File: src/rtl/goto_lookup_engine_if.sv
// Lookup request/response bundle between the matcher controller and the goto engine.
interface goto_lookup_engine_if #(
  parameter int STATE_W = 8,
  parameter int CHAR_W  = 4,
  parameter int ADDR_W  = 5
);
  logic               REQ_VALID;
  logic               REQ_READY;
  logic [STATE_W-1:0] REQ_STATE;
  logic [CHAR_W-1:0]  REQ_CHAR;
  logic               RSP_VALID;
  logic               RSP_READY;
  logic               RSP_HIT;
  logic               RSP_FAIL;
  logic [STATE_W-1:0] RSP_NEXT;
  logic [ADDR_W-1:0]  RSP_IDX;

  // Requester side (matcher controller)
  modport master (
    output REQ_VALID, REQ_STATE, REQ_CHAR, RSP_READY,
    input  REQ_READY, RSP_VALID, RSP_HIT, RSP_FAIL, RSP_NEXT, RSP_IDX
  );

  // Engine side
  modport slave (
    input  REQ_VALID, REQ_STATE, REQ_CHAR, RSP_READY,
    output REQ_READY, RSP_VALID, RSP_HIT, RSP_FAIL, RSP_NEXT, RSP_IDX
  );
endinterface

File: src/rtl/goto_lookup_engine.sv
// Aho-Corasick goto-function lookup engine: writable (state,char)->next table,
// scanned one entry per cycle for the first valid match.
module goto_lookup_engine #(
  parameter  int STATE_W = 8,
  parameter  int CHAR_W  = 4,
  parameter  int DEPTH   = 32,
  localparam int ADDR_W  = $clog2(DEPTH)
) (
  input  logic               CLK,
  input  logic               RST,
  input  logic               WR_EN,
  input  logic [ADDR_W-1:0]  WR_ADDR,
  input  logic [STATE_W-1:0] WR_STATE,
  input  logic [CHAR_W-1:0]  WR_CHAR,
  input  logic [STATE_W-1:0] WR_NEXT,
  input  logic               WR_VLD,
  input  logic               CLR,
  goto_lookup_engine_if.slave bus,
  output logic               BUSY
);

  typedef enum logic [1:0] {S_IDLE, S_SCAN, S_RESP} state_t;

  state_t r_state, w_state_nxt;

  // Table storage; only the valid bits carry reset
  logic [STATE_W-1:0] r_tab_state [DEPTH];
  logic [CHAR_W-1:0]  r_tab_char  [DEPTH];
  logic [STATE_W-1:0] r_tab_next  [DEPTH];
  logic [DEPTH-1:0]   r_tab_vld;

  // Latched lookup key and scan pointer
  logic [STATE_W-1:0] r_key_state;
  logic [CHAR_W-1:0]  r_key_char;
  logic [ADDR_W-1:0]  r_idx;

  // Registered response
  logic               r_rsp_hit;
  logic               r_rsp_fail;
  logic [STATE_W-1:0] r_rsp_next;
  logic [ADDR_W-1:0]  r_rsp_idx;

  logic w_match;
  logic w_last;
  logic w_accept;

  assign w_match  = r_tab_vld[r_idx] &&
                    (r_tab_state[r_idx] == r_key_state) &&
                    (r_tab_char[r_idx]  == r_key_char);
  assign w_last   = (r_idx == ADDR_W'(DEPTH-1));
  assign w_accept = (r_state == S_IDLE) && bus.REQ_VALID;

  // Entry fields: written whenever WR_EN, no reset (contents undefined until written)
  always_ff @(posedge CLK) begin
    if (WR_EN) begin
      r_tab_state[WR_ADDR] <= WR_STATE;
      r_tab_char[WR_ADDR]  <= WR_CHAR;
      r_tab_next[WR_ADDR]  <= WR_NEXT;
    end
  end

  // Valid bits: reset/CLR invalidate all, a same-cycle write overrides CLR for its entry
  always_ff @(posedge CLK) begin
    if (RST) begin
      r_tab_vld <= '0;
    end else begin
      if (CLR)   r_tab_vld <= '0;
      if (WR_EN) r_tab_vld[WR_ADDR] <= WR_VLD;
    end
  end

  // FSM state register
  always_ff @(posedge CLK) begin
    if (RST) r_state <= S_IDLE;
    else     r_state <= w_state_nxt;
  end

  // FSM next-state logic
  always_comb begin
    w_state_nxt = r_state;
    case (r_state)
      S_IDLE:  if (bus.REQ_VALID)       w_state_nxt = S_SCAN;
      S_SCAN:  if (w_match || w_last)   w_state_nxt = S_RESP;
      S_RESP:  if (bus.RSP_READY)       w_state_nxt = S_IDLE;
      default:                          w_state_nxt = S_IDLE;
    endcase
  end

  // FSM outputs: handshake flags decode straight from the state register
  always_comb begin
    bus.REQ_READY = (r_state == S_IDLE);
    bus.RSP_VALID = (r_state == S_RESP);
    BUSY          = (r_state != S_IDLE);
    bus.RSP_HIT   = r_rsp_hit;
    bus.RSP_FAIL  = r_rsp_fail;
    bus.RSP_NEXT  = r_rsp_next;
    bus.RSP_IDX   = r_rsp_idx;
  end

  // Key capture on accept; key is only meaningful while scanning, so no reset
  always_ff @(posedge CLK) begin
    if (w_accept) begin
      r_key_state <= bus.REQ_STATE;
      r_key_char  <= bus.REQ_CHAR;
    end
  end

  // Scan pointer: restart at 0 on accept, step while scanning without a result
  always_ff @(posedge CLK) begin
    if (RST) begin
      r_idx <= '0;
    end else if (w_accept) begin
      r_idx <= '0;
    end else if ((r_state == S_SCAN) && !w_match && !w_last) begin
      r_idx <= r_idx + ADDR_W'(1);
    end
  end

  // Response registers: loaded only on the SCAN->RESP transition, so they hold through RESP
  always_ff @(posedge CLK) begin
    if (RST) begin
      r_rsp_hit  <= 1'b0;
      r_rsp_fail <= 1'b0;
      r_rsp_next <= '0;
      r_rsp_idx  <= '0;
    end else if (r_state == S_SCAN) begin
      if (w_match) begin
        r_rsp_hit  <= 1'b1;
        r_rsp_fail <= 1'b0;
        r_rsp_next <= r_tab_next[r_idx];
        r_rsp_idx  <= r_idx;
      end else if (w_last) begin
        // Miss from root is a self-loop; any other state must follow its failure link
        r_rsp_hit  <= 1'b0;
        r_rsp_fail <= (r_key_state != '0);
        r_rsp_next <= '0;
        r_rsp_idx  <= '0;
      end
    end
  end

endmodule

File: src/flat_wrapper.sv
// flat-port wrapper written by rule: the top's interface ports become plain ports
module goto_lookup_engine_flat 
#(
  parameter  int STATE_W = 8,
  parameter  int CHAR_W  = 4,
  parameter  int DEPTH   = 32,
  localparam int ADDR_W  = $clog2(DEPTH)
)
  (CLK, RST, WR_EN, WR_ADDR, WR_STATE, WR_CHAR, WR_NEXT, WR_VLD, CLR, BUSY, bus_REQ_VALID, bus_REQ_STATE, bus_REQ_CHAR, bus_RSP_READY, bus_REQ_READY, bus_RSP_VALID, bus_RSP_HIT, bus_RSP_FAIL, bus_RSP_NEXT, bus_RSP_IDX);
  goto_lookup_engine_if #(.STATE_W(STATE_W), .CHAR_W(CHAR_W), .ADDR_W((5))) bus_i ();
  input  logic CLK;
  input  logic RST;
  input  logic WR_EN;
  input  logic [ADDR_W-1:0] WR_ADDR;
  input  logic [STATE_W-1:0] WR_STATE;
  input  logic [CHAR_W-1:0] WR_CHAR;
  input  logic [STATE_W-1:0] WR_NEXT;
  input  logic WR_VLD;
  input  logic CLR;
  output logic BUSY;
  input wire logic [$bits(bus_i.REQ_VALID)-1:0] bus_REQ_VALID;
  input wire logic [$bits(bus_i.REQ_STATE)-1:0] bus_REQ_STATE;
  input wire logic [$bits(bus_i.REQ_CHAR)-1:0] bus_REQ_CHAR;
  input wire logic [$bits(bus_i.RSP_READY)-1:0] bus_RSP_READY;
  output wire logic [$bits(bus_i.REQ_READY)-1:0] bus_REQ_READY;
  output wire logic [$bits(bus_i.RSP_VALID)-1:0] bus_RSP_VALID;
  output wire logic [$bits(bus_i.RSP_HIT)-1:0] bus_RSP_HIT;
  output wire logic [$bits(bus_i.RSP_FAIL)-1:0] bus_RSP_FAIL;
  output wire logic [$bits(bus_i.RSP_NEXT)-1:0] bus_RSP_NEXT;
  output wire logic [$bits(bus_i.RSP_IDX)-1:0] bus_RSP_IDX;
  assign bus_i.REQ_VALID = bus_REQ_VALID;
  assign bus_i.REQ_STATE = bus_REQ_STATE;
  assign bus_i.REQ_CHAR = bus_REQ_CHAR;
  assign bus_i.RSP_READY = bus_RSP_READY;
  assign bus_REQ_READY = bus_i.REQ_READY;
  assign bus_RSP_VALID = bus_i.RSP_VALID;
  assign bus_RSP_HIT = bus_i.RSP_HIT;
  assign bus_RSP_FAIL = bus_i.RSP_FAIL;
  assign bus_RSP_NEXT = bus_i.RSP_NEXT;
  assign bus_RSP_IDX = bus_i.RSP_IDX;
  goto_lookup_engine #(.STATE_W(STATE_W), .CHAR_W(CHAR_W), .DEPTH(DEPTH)) u_core (.CLK(CLK), .RST(RST), .WR_EN(WR_EN), .WR_ADDR(WR_ADDR), .WR_STATE(WR_STATE), .WR_CHAR(WR_CHAR), .WR_NEXT(WR_NEXT), .WR_VLD(WR_VLD), .CLR(CLR), .bus(bus_i), .BUSY(BUSY));
endmodule
File: config.mk
export PLATFORM = sky130hd
export DESIGN_NAME = goto_lookup_engine_flat
export DESIGN_NICKNAME = d
export VERILOG_FILES = /design/src/rtl/goto_lookup_engine_if.sv /design/src/rtl/goto_lookup_engine.sv /design/src/flat_wrapper.sv
export SDC_FILE = /design/constraint.sdc
export NUM_CORES = 1
export LEC_CHECK = 0
export ABC_AREA = 0
export CAP_MARGIN = 0
export CORE_MARGIN = 4
export CORE_UTILIZATION = 60
export DETAILED_ROUTE_END_ITERATION = 10
export PLACE_DENSITY = 0.77
export SYNTH_ARGS = -nofsm -noshare
export SYNTH_HDL_FRONTEND = slang
export SYNTH_SLANG_ARGS = --single-unit
export TNS_END_PERCENT = 5
File: constraint.sdc
create_clock -name CLK -period 4.2 [get_ports CLK]
set_clock_uncertainty 0.2 [all_clocks]
set_input_delay 0.84 -clock CLK [delete_from_list [all_inputs] [get_ports CLK]]
set_output_delay 0.84 -clock CLK [all_outputs]
set_load 0.02 [all_outputs]
Word level (Yosys, flattened, before mapping)
Memory sizes are Yosys's and may differ from the RTL's. A register that Yosys moved wholly into a read port is not among the register bits.
Cells that the tools add are included.
Widths: inputs -> output; s select.
Cells by class
  reduce and logical (&&, ||, !) cells: 16
  add/subtract/negate cells: 1
  muxes and demuxes: 28
  eq/ne operators: 8
  $lt $le $gt $ge: 3
Operators with widths (number)
  $mux 32: 3
  $mux 5: 8
  $bwmux 32: 1
  $mux 8: 2
  $lt 5x6->1 const B: 2
  $eq 8x8->1: 1
  $mux 1: 8
  $reduce_bool 8->1: 1
  $logic_and 1x1->1: 6
  $mux 2: 3
  $pmux 2 s3: 1
  $add 5x1->5 const B: 1
  $bmux 1 s5: 1
  $demux 1 s5: 1
  $eq 5x5->1 const B: 1
  $ge 5x1->1 const B: 1
  $eq 4x4->1: 1
  $ne 2x2->1 const B: 2
  $reduce_bool 2->1: 2
  $reduce_and 3->1: 1
  $eq 2x1->1 const B: 1
  $eq 2x2->1 const B: 1
  $logic_not 1->1: 2
  $logic_not 2->1: 1
  4 further kinds: 4
Storage, ports and cells
  RAM bits: 640
  input bits: 44
  word-level logic and storage cells: 68
  flip-flop bits (word level): 66
  output and inout bits: 18
  memories: 3
Memories
  u_core.r_tab_next: depth 32, width 8, read ports 1, clocked after Yosys merged registers in 1, write ports 1, RTL line goto_lookup_engine.sv:29  | logic [STATE_W-1:0] r_tab_next [DEPTH];
  u_core.r_tab_state: depth 32, width 8, read ports 1, clocked after Yosys merged registers in 1, write ports 1, RTL line goto_lookup_engine.sv:27  | logic [STATE_W-1:0] r_tab_state [DEPTH];
  u_core.r_tab_char: depth 32, width 4, read ports 1, clocked after Yosys merged registers in 1, write ports 1, RTL line goto_lookup_engine.sv:28  | logic [CHAR_W-1:0] r_tab_char [DEPTH];

Longest topological paths before layout
Gate-level depths: netlist of run 1.
  depth in word-level cells: 9
  depth in mapped cells: 15
  mapped depth without buffers: 9

Worst setup path before layout of run 1
Ideal clock, no wire load.
  path kind: register to register
  from: reg with a tool-made name
  to: reg u_core.r_rsp_next[0], in the netlist u_core.bus.RSP_NEXT[0]
  required time: 3883 ps
  path buffers: 5
  arrival: 2936 ps
  stages on the path, launching flop included: 11
  setup slack: 947 ps
  cells stage by stage: dfxtp_1 > buf_4 > buf_6 > buf_6 > buf_6 > clkbuf_1 > mux4_2 > mux4_2 > mux2i_1 > nor2_1 > a22o_1
RTL lines
  end signal: assignment: RTL line goto_lookup_engine.sv:130  | r_rsp_next <= r_tab_next[r_idx];
  end: declaration: RTL line goto_lookup_engine.sv:40  | logic [STATE_W-1:0] r_rsp_next;

==> metrics.md, run 1 <==
| Metric | Value |
|---|---|
| Overflow left after global routing | `0` |
| Area of all sequential standard cells | `20,770 um^2` |
| Share of final-layout standard cells stronger than drive strength 1 | `24.36%` |
| Worst-skew pair later-pin latency | `0.61 ns` |
| Period minus WS final | `4.014 ns` |
| Average detailed-routed wire length per instance | `31.60 um` |
| Number of antenna violations at the first check in global routing | `1` |
| Final Max Tran Viols | `0` |
| Die area | `49,900 um^2` |
| Worst IR Drop VDD | `0.0004069 V` |
| Die X-Extent | `223.4 um` |
| Syn. warnings | `0` |
| Critical path arrival | `4.30 ns` |
| Crit path required time | `4.48 ns` |
| Per-instance average area after synthesis | `19.74 um^2` |
| Power density over the cells | `464.3 nW/um^2` |
| Final Hold Vio Count | `0` |
| Number of primary I/O pins | `62` |
| Tightest slew margin relative to the limit | `18.99%` |
| Global-route wire length before repair | `102,900 um` |
| Crit start category | `register` |
| Vias/cell | `6.800` |
| Post-placement cell count | `2,081` |
| Syn Std Cell Area | `27,830 um^2` |
| Final HPWL from detailed placement | `39,910 um` |
| Maximum number of pins on one net before global-route repair | `66` |
| Via count of the first global-routing pass | `15,202` |
| Effective utilization at floorplan | `61.07%` |
| Longest Clk Path Bufs | `3` |
| Power spent charging and discharging nets | `3.040 mW` |
| CTS root buffer | `clkbuf_16` |
| Num CTS Buffers | `71` |
| Core Footprint | `45,580 um^2` |
| Number of fillers in the final layout | `2,600` |
| Worst Path Max Fanout | `33` |
| Sequential fraction of design power | `52.7%` |
| Number of setup violations in the final report | `0` |
| Sum of negative setup slack | `0 ns` |
| Total number of vias | `15,028` |
| Setup repair bufs after CTS | `0` |
| Static Leakage | `9.998 nW` |
| Final weighted congestion of routability-driven global placement | `0.8601` |
| Final cell count without fillers | `2,210` |
| Share of the yosys chip area belonging to registers | `74.59%` |
| Drt first pass iters | `5` |
| ANT nets after route | `0` |
| Post-layout net count | `1,600` |
| Period utilisation layout | `95.57%` |
| Clock transition at the register clock pins on the worst setup and hold paths after CTS | `0.06 ns` |
| Fmax achieved | `249.1 MHz` |
| MaxCap Viol Count | `0` |
| CTS H-tree lvls | `3` |
| Worst setup path category | `reg2reg` |
| Number of instances in the synthesized netlist | `1,410` |
| Critical Path End Type | `register` |
| Total routed wirelength | `69,830 um` |
| Combined area of the multi-input logic cells | `6789 um^2` |
| Slew at the pin closest to its max-slew limit | `1.211 ns` |
| Number of synthesized register bits | `711` |
| Post-synth net total | `1,456` |
| Worst hold path type | `reg2reg` |
| Util after Layout | `70.50%` |
| Starting DRC count in detailed routing | `2,175` |
| Synth-to-Final Area Change | `15.44%` |
| DR DRC count | `0` |
| Number of port buffers | `61` |
| Share of flip-flops with an asynchronous set or reset after synthesis | `0%` |
| Number of synthesized flops with an enable pin | `652` |
| Clock sink count | `711` |
| Number of distinct library cell variants in the gate-level netlist after synthesis | `62` |
| RSZ-0062 raised after global routing | `false` |
| Net switching share of the total power | `20.38%` |
| Standard-cell row count | `78` |
| Most instantiated flip-flop cell in the synthesis netlist | `edfxtp_1` |
| Tot GR Track Use | `28.39%` |
| Result of the run | `completed` |
| Part of the power in combinational logic | `3.6%` |
| Share of total power in the clock network | `43.7%` |
| TritonCTS clock tree | `done` |
| Die H | `223.4 um` |
| Internal power | `11.88 mW` |
critical path: stages, from the launching register on:
cell and delay (ns):
dfxtp_4 0.73, mux4_2 0.59, nor2b_1 0.16, a2111oi_0 0.69, nor4_1 0.18, xnor2_1 0.18, nand4_1 0.24, and4b_1 0.46
a21oi_4 0.16, a22o_1 0.27
area by class of cell:
class / count / share of cell area, %
clock inverter: 41 / 1.597
timing repair buffer: 144 / 4.369
tap: 600 / 2.337
clock buffer: 87 / 5.880
inverter: 2 / 0.02337
multi-input combinational: 624 / 21.13
sequential: 711 / 64.66
antenna: 1 / 0.007788
sequential cells by signal (all words and copies together) (netlist names), named ones only:
register,cells
u_core.bus.RSP_HIT,1
u_core.bus.RSP_NEXT,8
u_core.bus.RSP_IDX,5
u_core.r_idx,5
u_core.r_key_state,8
u_core.r_tab_state,256
u_core.r_tab_vld,32
u_core.r_tab_next,256
u_core.r_tab_char,128
u_core.r_state,2
u_core.r_key_char,4
u_core.bus.RSP_FAIL,1
routing by layer:
| layer | global-route usage [%] | part of all wire (%) | vias to the layer above |
|---|---|---|---|
| li1 | - | - | 6077 |
| met1 | 40.14 | 37 | 7827 |
| met2 | 45.34 | 49 | 978 |
| met3 | 6.474 | 10 | 146 |
| met4 | 8.471 | 3.1 | 0 |
| met5 | 0 | 0 | - |
metrics by stage:
step           cell area, um^2  power, mW  hold slack [ns]  setup slack, ns
6_report                 32130      14.92           0.2769           0.1860
5_1_grt                  32130      15.36           0.2986          0.05676
4_1_cts                  32110      14.99           0.2818           0.1329
3_5_place_dp             29710      8.536           0.2679           0.2216
3_3_place_gp             29710      8.518           0.2734           0.2258
2_1_floorplan            27830      8.280           0.2810           0.9470
cells by family (layout without fill, tap and decap cells):
kind of cell	count (synthesis)	count (layout)	synth area share [%]
XOR/XNOR	8	8	0.2517
AO/OA/AOI/OAI	125	125	3.084
other	0	1	0
multiplexers	237	237	15.57
adder cells (fa/ha/maj)	2	2	0.08989
buffers and inverters	75	274	1.587
AND/OR/NAND/NOR	252	252	4.833
flip-flops	711	711	74.59
worst paths after layout:
path | startpoint | to | slack, ns | cells past startpoint
worst max-delay path | register | u_core.bus.RSP_IDX[1] | 0.19 | 9
worst max register to register | register | u_core.bus.RSP_IDX[1] | 0.19 | 9
worst min register to register | u_core.bus.RSP_NEXT[6] | u_core.bus.RSP_NEXT[6] | 0.28 | 1
worst min-delay path | u_core.bus.RSP_NEXT[6] | u_core.bus.RSP_NEXT[6] | 0.28 | 1
what timing repair did:
action,in CTS,in global routing
setup endpoints to repair,0,14
gates resized for setup,0,2
hold buffers,0,0
power by group through the flow:
stage / Clock, mW / Sequential (mW) / Combinational (mW)
6_report: 6.52 / 7.86 / 0.535
5_1_grt: 6.92 / 7.87 / 0.572
4_1_cts: 6.59 / 7.86 / 0.535
3_5_place_dp: 0 / 8.01 / 0.527
3_3_place_gp: 0 / 8.00 / 0.514
2_1_floorplan: 0 / 7.98 / 0.302
placed cells by master (no fill, tap or decap), types with 6 or more instances in the layout:
cell,synthesis,routed
nor2b_1,23,23
clkinv_1,0,8
dfxtp_1,59,54
o22ai_1,13,13
clkinv_2,0,15
nand2_1,32,32
clkdlybuf4s50_1,0,60
a21oi_1,39,39
a211oi_1,6,6
nor2_4,0,14
nor2_1,92,60
nor4_1,6,6
nor2_2,2,20
a22o_1,15,15
nand3b_1,7,7
bufinv_16,0,10
or3_1,7,7
buf_4,11,69
o21ai_0,6,6
buf_12,1,14
a22oi_1,19,19
nand2b_1,10,10
mux4_2,146,146
mux2i_1,80,80
clkbuf_16,0,73
nand3_1,14,14
clkbuf_1,19,13
mux4_1,8,8
nor3b_1,32,32
edfxtp_1,652,652
cell usage after synthesis, drive strengths merged, types with 8 or more instances:
cell / instances / area, um^2
a21oi: 40 / 204.0
a22o: 15 / 131.4
a22oi: 19 / 142.6
buf: 54 / 362.9
clkbuf: 19 / 71.32
dfxtp: 59 / 1181
edfxtp: 652 / 19580
mux2i: 80 / 800.8
mux4: 154 / 3498
nand2: 33 / 126.4
nand2b: 10 / 62.56
nand3: 14 / 70.07
nor2: 94 / 357.8
nor2b: 23 / 143.9
nor3b: 32 / 240.2
nor4: 8 / 62.56
o22ai: 13 / 81.33
(Power assumes the default switching activity.)
==> inputs of run 2 (changes only) <==
- SETUP_SLACK_MARGIN: default -> 0.1
==> metrics.md, run 2 (synthesis results as in run 1) <==
| Metric | Value |
|---|---|
| Result of the run | `completed` |
| Most frequent cells in the layout | `652 x edfxtp_1, 146 x mux4_2, 80 x mux2i_1` |
| CTS H-tree lvls | `3` |
| Share of final-layout standard cells stronger than drive strength 1 | `24.41%` |
| Die H | `223.4 um` |
| DR DRC count | `0` |
| Starting DRC count in detailed routing | `2,168` |
| Die area | `49,900 um^2` |
| Overflow left after global routing | `0` |
| CTS root buffer | `clkbuf_16` |
| Clock transition at the register clock pins on the worst setup and hold paths after CTS | `0.06 ns` |
| ANT nets after route | `0` |
| CTS Hold Bufs | `0` |
| Tightest slew margin relative to the limit | `18.58%` |
| Vias/cell | `6.752` |
| Number of setup violations in the final report | `0` |
| Buf+Inv Stages, Crit Path | `0` |
| Fmax achieved | `256.0 MHz` |
| Crit-path max cell delay | `0.78 ns` |
| Slowest library cell on the worst path | `dfxtp_4` |
| Period minus WS final | `3.907 ns` |
| Clock sink count | `711` |
| TritonCTS clock tree | `done` |
| Maximum number of pins on one net before global-route repair | `66` |
| Drt first pass iters | `5` |
| Global-route wire length before repair | `102,900 um` |
| Number of antenna violations at the first check in global routing | `1` |
| Final weighted congestion of routability-driven global placement | `0.8601` |
| Core Footprint | `45,580 um^2` |
| Final Hold Vio Count | `0` |
| MaxCap Viol Count | `0` |
| Total routed wirelength | `69,920 um` |
| Place WS | `0.2216 ns` |
| Slew at the pin closest to its max-slew limit | `1.217 ns` |
| Die X-Extent | `223.4 um` |
| Period utilisation layout | `93.02%` |
| Total number of vias | `14,928` |
| Longest Clk Path Bufs | `3` |
| Critical path arrival | `4.19 ns` |
| Worst Path Max Fanout | `39` |
| Worst setup path category | `reg2reg` |
| Worst-skew pair later-pin latency | `0.62 ns` |
| Sum of negative setup slack | `0 ns` |
| Number of primary I/O pins | `62` |
| Crit start category | `register` |
| Crit path cell chain | `mux4_2, nor2b_1, a2111oi_0, nor4_1, xnor2_1, nand4_1, and4b_1, a21oi_4, a22o_1` |
| Tot GR Track Use | `28.39%` |
| Via count of the first global-routing pass | `15,202` |
| Crit path required time | `4.48 ns` |
| Static Leakage | `10.01 nW` |
| Most common cell after layout, fill and taps aside | `edfxtp_1` |
| Average detailed-routed wire length per instance | `31.62 um` |
| Worst hold slack after final layout | `0.2783 ns` |
| Final HPWL from detailed placement | `39,910 um` |
| Worst-case setup margin in the final layout | `0.2930 ns` |
| Kind of cell adding the most delay to the critical path | `compound AO/OA/AOI/OAI gates` |
| Post-layout net count | `1,601` |
| Post-placement cell count | `2,081` |
| Final cell count without fillers | `2,211` |
| Number of port buffers | `61` |
| Top flop regs | `u_core.r_tab_next (256), u_core.r_tab_state (256), u_core.r_tab_char (128)` |
| Worst hold path type | `reg2reg` |
| Effective utilization at floorplan | `61.07%` |
| Final Max Tran Viols | `0` |
| Power density over the cells | `464.3 nW/um^2` |
| Standard-cell row count | `78` |
| Worst IR Drop VDD | `0.0004057 V` |
| RSZ-0062 raised after global routing | `false` |
| Critical Path End Type | `register` |
| Synth-to-Final Area Change | `15.51%` |
| Num CTS Buffers | `71` |
run 2: cell type report:
type                            count  area (um^2)
Timing Repair Buffer              145         1424
Clock buffer                       87         1889
Inverter                            2        7.507
Tap cell                          600        750.7
Multi-Input combinational cell    624         6789
Sequential cell                   711        20770
Clock inverter                     41        513.0
Fill cell                        2596        13430
Antenna cell                        1        2.502
run 2: final timing paths:
path	from	end	slack (ns)	depth (start not counted)
max	register	u_core.bus.RSP_IDX[1]	0.29	9
min	u_core.bus.RSP_NEXT[6]	u_core.bus.RSP_NEXT[6]	0.28	1
max reg2reg	register	u_core.bus.RSP_IDX[1]	0.29	9
min reg2reg	u_core.bus.RSP_NEXT[6]	u_core.bus.RSP_NEXT[6]	0.28	1
run 2: timing repair:
item	CTS	global route
buffers inserted	0	1
resized for setup	0	2
hold endpoints to repair	0	0
endpoints found under the setup margin	0	15
run 2: metrics by stage:
stage                     cell area (um^2)  utilization [%]  total power [mW]
after detailed placement             29710            65.19             8.536
after global placement               29710            65.19             8.518
after global routing                 32150            70.53             15.36
after floorplan                      27830                -             8.280
final                                32150            70.54             14.93
after CTS                            32110            70.46             14.99
run 2: layer usage:
metal / wire [um] / up-vias / GRT usage (%)
met2: 34380 / 986 / 45.34
met1: 25730 / 7716 / 40.14
li1: - / 6081 / -
met5: 0 / - / 0
met3: 7646 / 145 / 6.474
met4: 2154 / 0 / 8.471
run 2: where the power goes:
part	leakage, nW	total, mW	switching, mW	internal [mW]
logic	2.47	0.543	0.323	0.221
clock network	1.17	6.52	2.68	3.85
registers	6.36	7.86	0.0455	7.81
total	10.0	14.9	3.05	11.9
==> variant 1, RTL diff (config.mk and constraints of run 1) <==
The 3 states of `state_t` get a one-hot encoding in 3 bits.
--- a/src/rtl/goto_lookup_engine.sv
+++ b/src/rtl/goto_lookup_engine.sv
@@ -21,3 +21,3 @@
 
-  typedef enum logic [1:0] {S_IDLE, S_SCAN, S_RESP} state_t;
+  typedef enum logic [2:0] {S_IDLE = 3'b001, S_SCAN = 3'b010, S_RESP = 3'b100} state_t;
 
Behaviour: no difference found for any inputs over 4 cycles, from zero or initial values and one cycle with RST high; so few cycles prove little.
==> variant 1 against run 1 <==
  * Total power down 0.87%
  * Fmax up 7.0%
  * Final area about the same
  * Synthesized cell count down 1.8%
  * Sequential cell count up 1
  * Highest routed layer is now met5
  * Non-clock buffer count up 5
  * Synthesized area about the same
  * Final cell count down 0.90%
  * Worst setup slack better by 260 ps
  * Wire length down 2.2%
==> variant 1: results (changes against run 1) <==
stage,metric,value,unit,change
layout,bufAreaShareNonClock,4.54,%,was 4.37%
layout,drive_above_1_share,25.4,%,was 24.4%
global_routing,grt_pass1_vias,14800,,was 15200
synthesis,synth_top_area_share,70.3,%,about the same
layout,layout.nets,1583,,was 1600
layout,multi_input_gates,590,,was 624
layout,n_fill_cell,2662,,was 2600
synthesis,synth_xor_area_share,0.252,%,about the same
global_routing,use_met1,38.5,%,was 40.1%
layout,seq_area,0.0208,mm2,about the same
status,run_status,finished clean,,unchanged
global_routing,antenna_found_initial,2,,was 1
detailed_routing,wl_met3,6560,um,was 7310 um
placement,hpwl,41100,um,was 39900 um
hold_path,hold_end,u_core.bus.RSP_IDX[4],,was u_core.bus.RSP_NEXT[6]
synthesis,ys_types,59,,was 62
pwr,p_leak,9.91,nW,was 10.0 nW
global_routing,grt_max_degree,45,,was 66
detailed_routing,wl_per_cell,31.2,um,was 31.6 um
cts,numClockSinks,712,,was 711
placement,post_dp_cell_area,0.0299,mm2,was 0.0297 mm2
detailed_routing,routed.top_layer,met5,,was met4
layout,post-route-util,70.5,%,about the same
layout,nNonClkInverters,14,,was 2
synthesis,synthAdderAreaFrac,0.0899,%,about the same
detailed_routing,drt-met1-wl,25000,um,was 26000 um
global_routing,grt_pass1_wl,99900,um,was 103000 um
cts,numCtsBuffers,70,,was 71
synthesis,syn_nets,1431,,was 1456
synthesis,synth_mux_area_share,16.9,%,was 15.6%
detailed_routing,via_per_inst,6.70,,was 6.80
detailed_routing,drt-pass1-iter-count,6,,was 5
placement,gp_routability_congestion,0.917,,was 0.860
timing,period_share,89.3,%,was 95.6%
critical_path,reg2regPathDepth,10,,was 9
timing,whs,306,ps,was 277 ps
detailed_routing,wl_met2,33900,um,was 34400 um
variant 1: cell count changes after synthesis, sizes merged, moves of 7 or more:
| cell | run 1 | this run |
|---|---|---|
| nand2b | 10 | 3 |
| buf | 54 | 42 |
| inv | 2 | 13 |
| mux2i | 80 | 89 |
| clkbuf | 19 | 27 |
| nor2b | 23 | 7 |
| nand4 | 3 | 13 |
| nor2 | 94 | 75 |
| a22o | 15 | 1 |
| mux4 | 154 | 165 |
| nand2 | 33 | 50 |
| a22oi | 19 | 9 |
variant 1: critical path, stage by stage (launching register included):
cell,delay [ps]
dfxtp_4,540
buf_4,250
mux4_2,520
mux2i_1,190
o22ai_1,120
a211oi_1,400
xor2_1,240
o2111ai_1,140
or4_4,560
nand3_1,180
mux2i_1,270
variant 1: where the power goes:
part           internal [mW]  switching, mW
combinational          0.318          0.455
sequential              7.86         0.0705
clock                   3.50           2.59
total                   11.7           3.12
==> variant 2, RTL diff (flow settings as in run 1) <==
Made on the original files. `STATE_W` is set to 8 in 3 places; all go to 7.
--- a/src/rtl/goto_lookup_engine_if.sv
+++ b/src/rtl/goto_lookup_engine_if.sv
@@ -2,3 +2,3 @@
 interface goto_lookup_engine_if #(
-  parameter int STATE_W = 8,
+  parameter int STATE_W = 7,
   parameter int CHAR_W  = 4,
--- a/src/rtl/goto_lookup_engine.sv
+++ b/src/rtl/goto_lookup_engine.sv
@@ -3,3 +3,3 @@
 module goto_lookup_engine #(
-  parameter  int STATE_W = 8,
+  parameter  int STATE_W = 7,
   parameter  int CHAR_W  = 4,
--- a/src/flat_wrapper.sv
+++ b/src/flat_wrapper.sv
@@ -3,3 +3,3 @@
 #(
-  parameter  int STATE_W = 8,
+  parameter  int STATE_W = 7,
   parameter  int CHAR_W  = 4,
Interface: changed (resized WR_NEXT, WR_STATE, bus_REQ_STATE and bus_RSP_NEXT); port bits go from 62 to 58. The function was not compared with the original's and may differ.
==> variant 2 against run 1 <==
  * Total power is 11% lower
  * Sequential power is 9.3% lower
  * Final area is 9.7% lower
  * Sequential share of layout area is 0.17 points higher
  * Wire length is 9.9% lower
  * Die area is 9.1% lower
  * Via count is 10% lower
  * Worst setup slack worse by 49 ps
  * Sequential cell count is 66 lower
  * Worst hold slack worse by 17 ps
  * Synthesized area is 9.4% lower
  * Largest cell class unchanged
  * Largest power group unchanged
==> variant 2: results (changes against run 1) <==
stage,metric,value,unit,change
status,run_status,finished clean,,unchanged
synthesis,syn_nets,1302,,was 1456
critical_path,reg2reg_slack,140,ps,was 190 ps
placement,numPortBuffers,57,,was 61
timing,drv_slew,0,,unchanged
critical_path,critPathMaxFanout,35,,was 33
timing,period_share,96.7,%,was 95.6%
cts,numCtsBuffers,61,,was 71
detailed_routing,wl,62900,um,was 69800 um
cts,cts_max_level,2,,was 3
global_routing,antenna_found_initial,1,,unchanged
global_routing,grt_pass1_wl,91600,um,was 103000 um
synthesis,synth_top_area_share,69.9,%,was 70.3%
layout,drive_above_1_share,26.5,%,was 24.4%
critical_path,reg2regPathDepth,9,,unchanged
detailed_routing,wl_per_cell,31.9,um,was 31.6 um
placement,hpwl,36400,um,was 39900 um
synthesis,yosysWarnings,0,,unchanged
layout,diodes,0,,was 1
cts,clkTransAtPathRegs,70,ps,
global_routing,grt_max_degree,62,,was 66
layout,largestRegisters,"u_core.r_tab_next x224, u_core.r_tab_state x224, u_core.r_tab_char x128",,"was u_core.r_tab_next x256, u_core.r_tab_state x256, u_core.r_tab_char x128"
synthesis,synth.area.top_cells,"edfxtp_1 (70%), mux4_2 (14%), dfxtp_1 (4.6%), mux2i_1 (1.8%), nor2_1 (1.1%)",,"was edfxtp_1 (70%), mux4_2 (12%), dfxtp_1 (4.2%), mux2i_1 (2.9%), nor2_1 (1.2%)"
cts,cts_root_buffer,clkbuf_16,,unchanged
synthesis,async_reset_ff_share,0,%,unchanged
cts,clkLatencyLatePin,630,ps,was 610 ps
synthesis,yosysSeqAreaShare,74.5,%,was 74.6%
layout,layout.nets,1432,,was 1600
critical_path,arrival,4340,ps,was 4300 ps
placement,gp_routability_congestion,0.860,,about the same
pwr,ir_worst_vdd,0.367,mV,was 0.407 mV
cts,clockBufferDepth,3,,unchanged
synthesis,ys_types,53,,was 62
critical_path,crit_path_start_kind,flop,,unchanged
global_routing,grt_pass1_vias,13300,,was 15200
critical_path,critPathCaptureType,flop,,unchanged
hold_path,hold_class,flop to flop,,unchanged
pwr,p_leak,9.02,nW,was 10.0 nW
hold_path,holdPathStages,2,,was 1
synthesis,synth-edff-count,587,,was 652
synthesis,synth.avg_cell_area,20.0,um2,was 19.7 um2
synthesis,synth_commonest_cells,"edfxtp_1 (587), mux4_2 (161), nor2_1 (76)",,"was edfxtp_1 (652), mux4_2 (146), nor2_1 (92)"
detailed_routing,via_count,13500,,was 15000
detailed_routing,drt-pass1-iter-count,5,,unchanged
timing,relSlewSlack,20.5,%,was 19.0%
placement,pre_cts_slack,232,ps,was 222 ps
placement,post_dp_cell_area,0.0269,mm2,was 0.0297 mm2
synthesis,synth_flop_cell,edfxtp_1,,unchanged
detailed_routing,drtIter0Drc,2391,,was 2175
placement,dp.cells,1857,,was 2081
global_routing,grt_use_total,28.2,%,was 28.4%
layout,n_fill_cell,2400,,was 2600
flow_run,cap_violations,0,,unchanged
-- variant 2: cell types whose count changed after synthesis, moves of 7 or more --
cell and delta:
a22o_1 -14, nand2b_1 -8, edfxtp_1 -65, mux2i_1 -35, mux4_1 -8, nor2_1 -16
clkbuf_1 +7, nor2b_1 -13, mux4_2 +15, buf_4 -9
-- variant 2: what timing repair did --
item | in CTS | in global routing
gates resized for setup | 0 | 1
setup buffers | 0 | 1
endpoints found under the hold margin | 0 | 0
setup endpoints to repair | 0 | 1
hold buffers | 0 | 0
-- variant 2: worst min path at each step --
stage / slack, ps / to / startpoint
floorplan: 290 / u_core.bus.RSP_IDX[4] / u_core.r_idx[4]
global placement: 240 / u_core.bus.RSP_HIT / u_core.bus.RSP_HIT
detailed placement: 250 / u_core.bus.RSP_NEXT[1] / u_core.bus.RSP_NEXT[1]
CTS: 260 / u_core.bus.RSP_NEXT[1] / u_core.bus.RSP_NEXT[1]
global route: 280 / u_core.bus.RSP_NEXT[5] / u_core.bus.RSP_NEXT[5]
finish: 260 / u_core.bus.RSP_NEXT[1] / u_core.bus.RSP_NEXT[1]
-- variant 2: cell type report --
| type | instances | area, um2 | share of cell area (%) |
|---|---|---|---|
| Clock inverter | 30 | 367 | 1.26 |
| Inverter | 4 | 15.0 | 0.0518 |
| Timing Repair Buffer | 136 | 1310 | 4.51 |
| Sequential cell | 645 | 18800 | 64.8 |
| Multi-Input combinational cell | 541 | 6150 | 21.2 |
| Clock buffer | 84 | 1690 | 5.84 |
| Tap cell | 532 | 666 | 2.30 |
-- variant 2: worst max-delay path: stages (launching register included) --
cell,delay (ps)
dfxtp_4,700
buf_4,330
mux4_2,510
a2bb2oi_1,140
a22oi_1,250
a31oi_1,190
a2111oi_4,420
nand4_2,360
nand2_2,310
mux2i_1,480
-- variant 2: power breakdown --
part | switching [mW] | internal (mW)
Clock | 2.31 | 3.31
Combinational | 0.278 | 0.189
Sequential | 0.0434 | 7.08
Total | 2.63 | 10.6
-- variant 2: logic make-up (layout without fill, tap and decap cells) --
kind of cell	count (synthesis)	count (layout)	synth area share, %
XOR/XNOR	5	5	0.174
adder cells (fa/ha/maj)	2	2	0.0992
AND/OR/NAND/NOR	221	221	4.83
multiplexers	208	208	16.3
buffers and inverters	73	254	1.43
AO/OA/AOI/OAI	105	105	2.70
flip-flops	645	645	74.5
-- variant 2: metal layers --
layer	up-vias	routed length (um)	GRT usage (%)
li1	5464	-	-
met1	7045	23500	40.5
met2	869	31000	45.3
met3	125	6790	6.49
met4	2	1620	6.93
met5	-	20	0
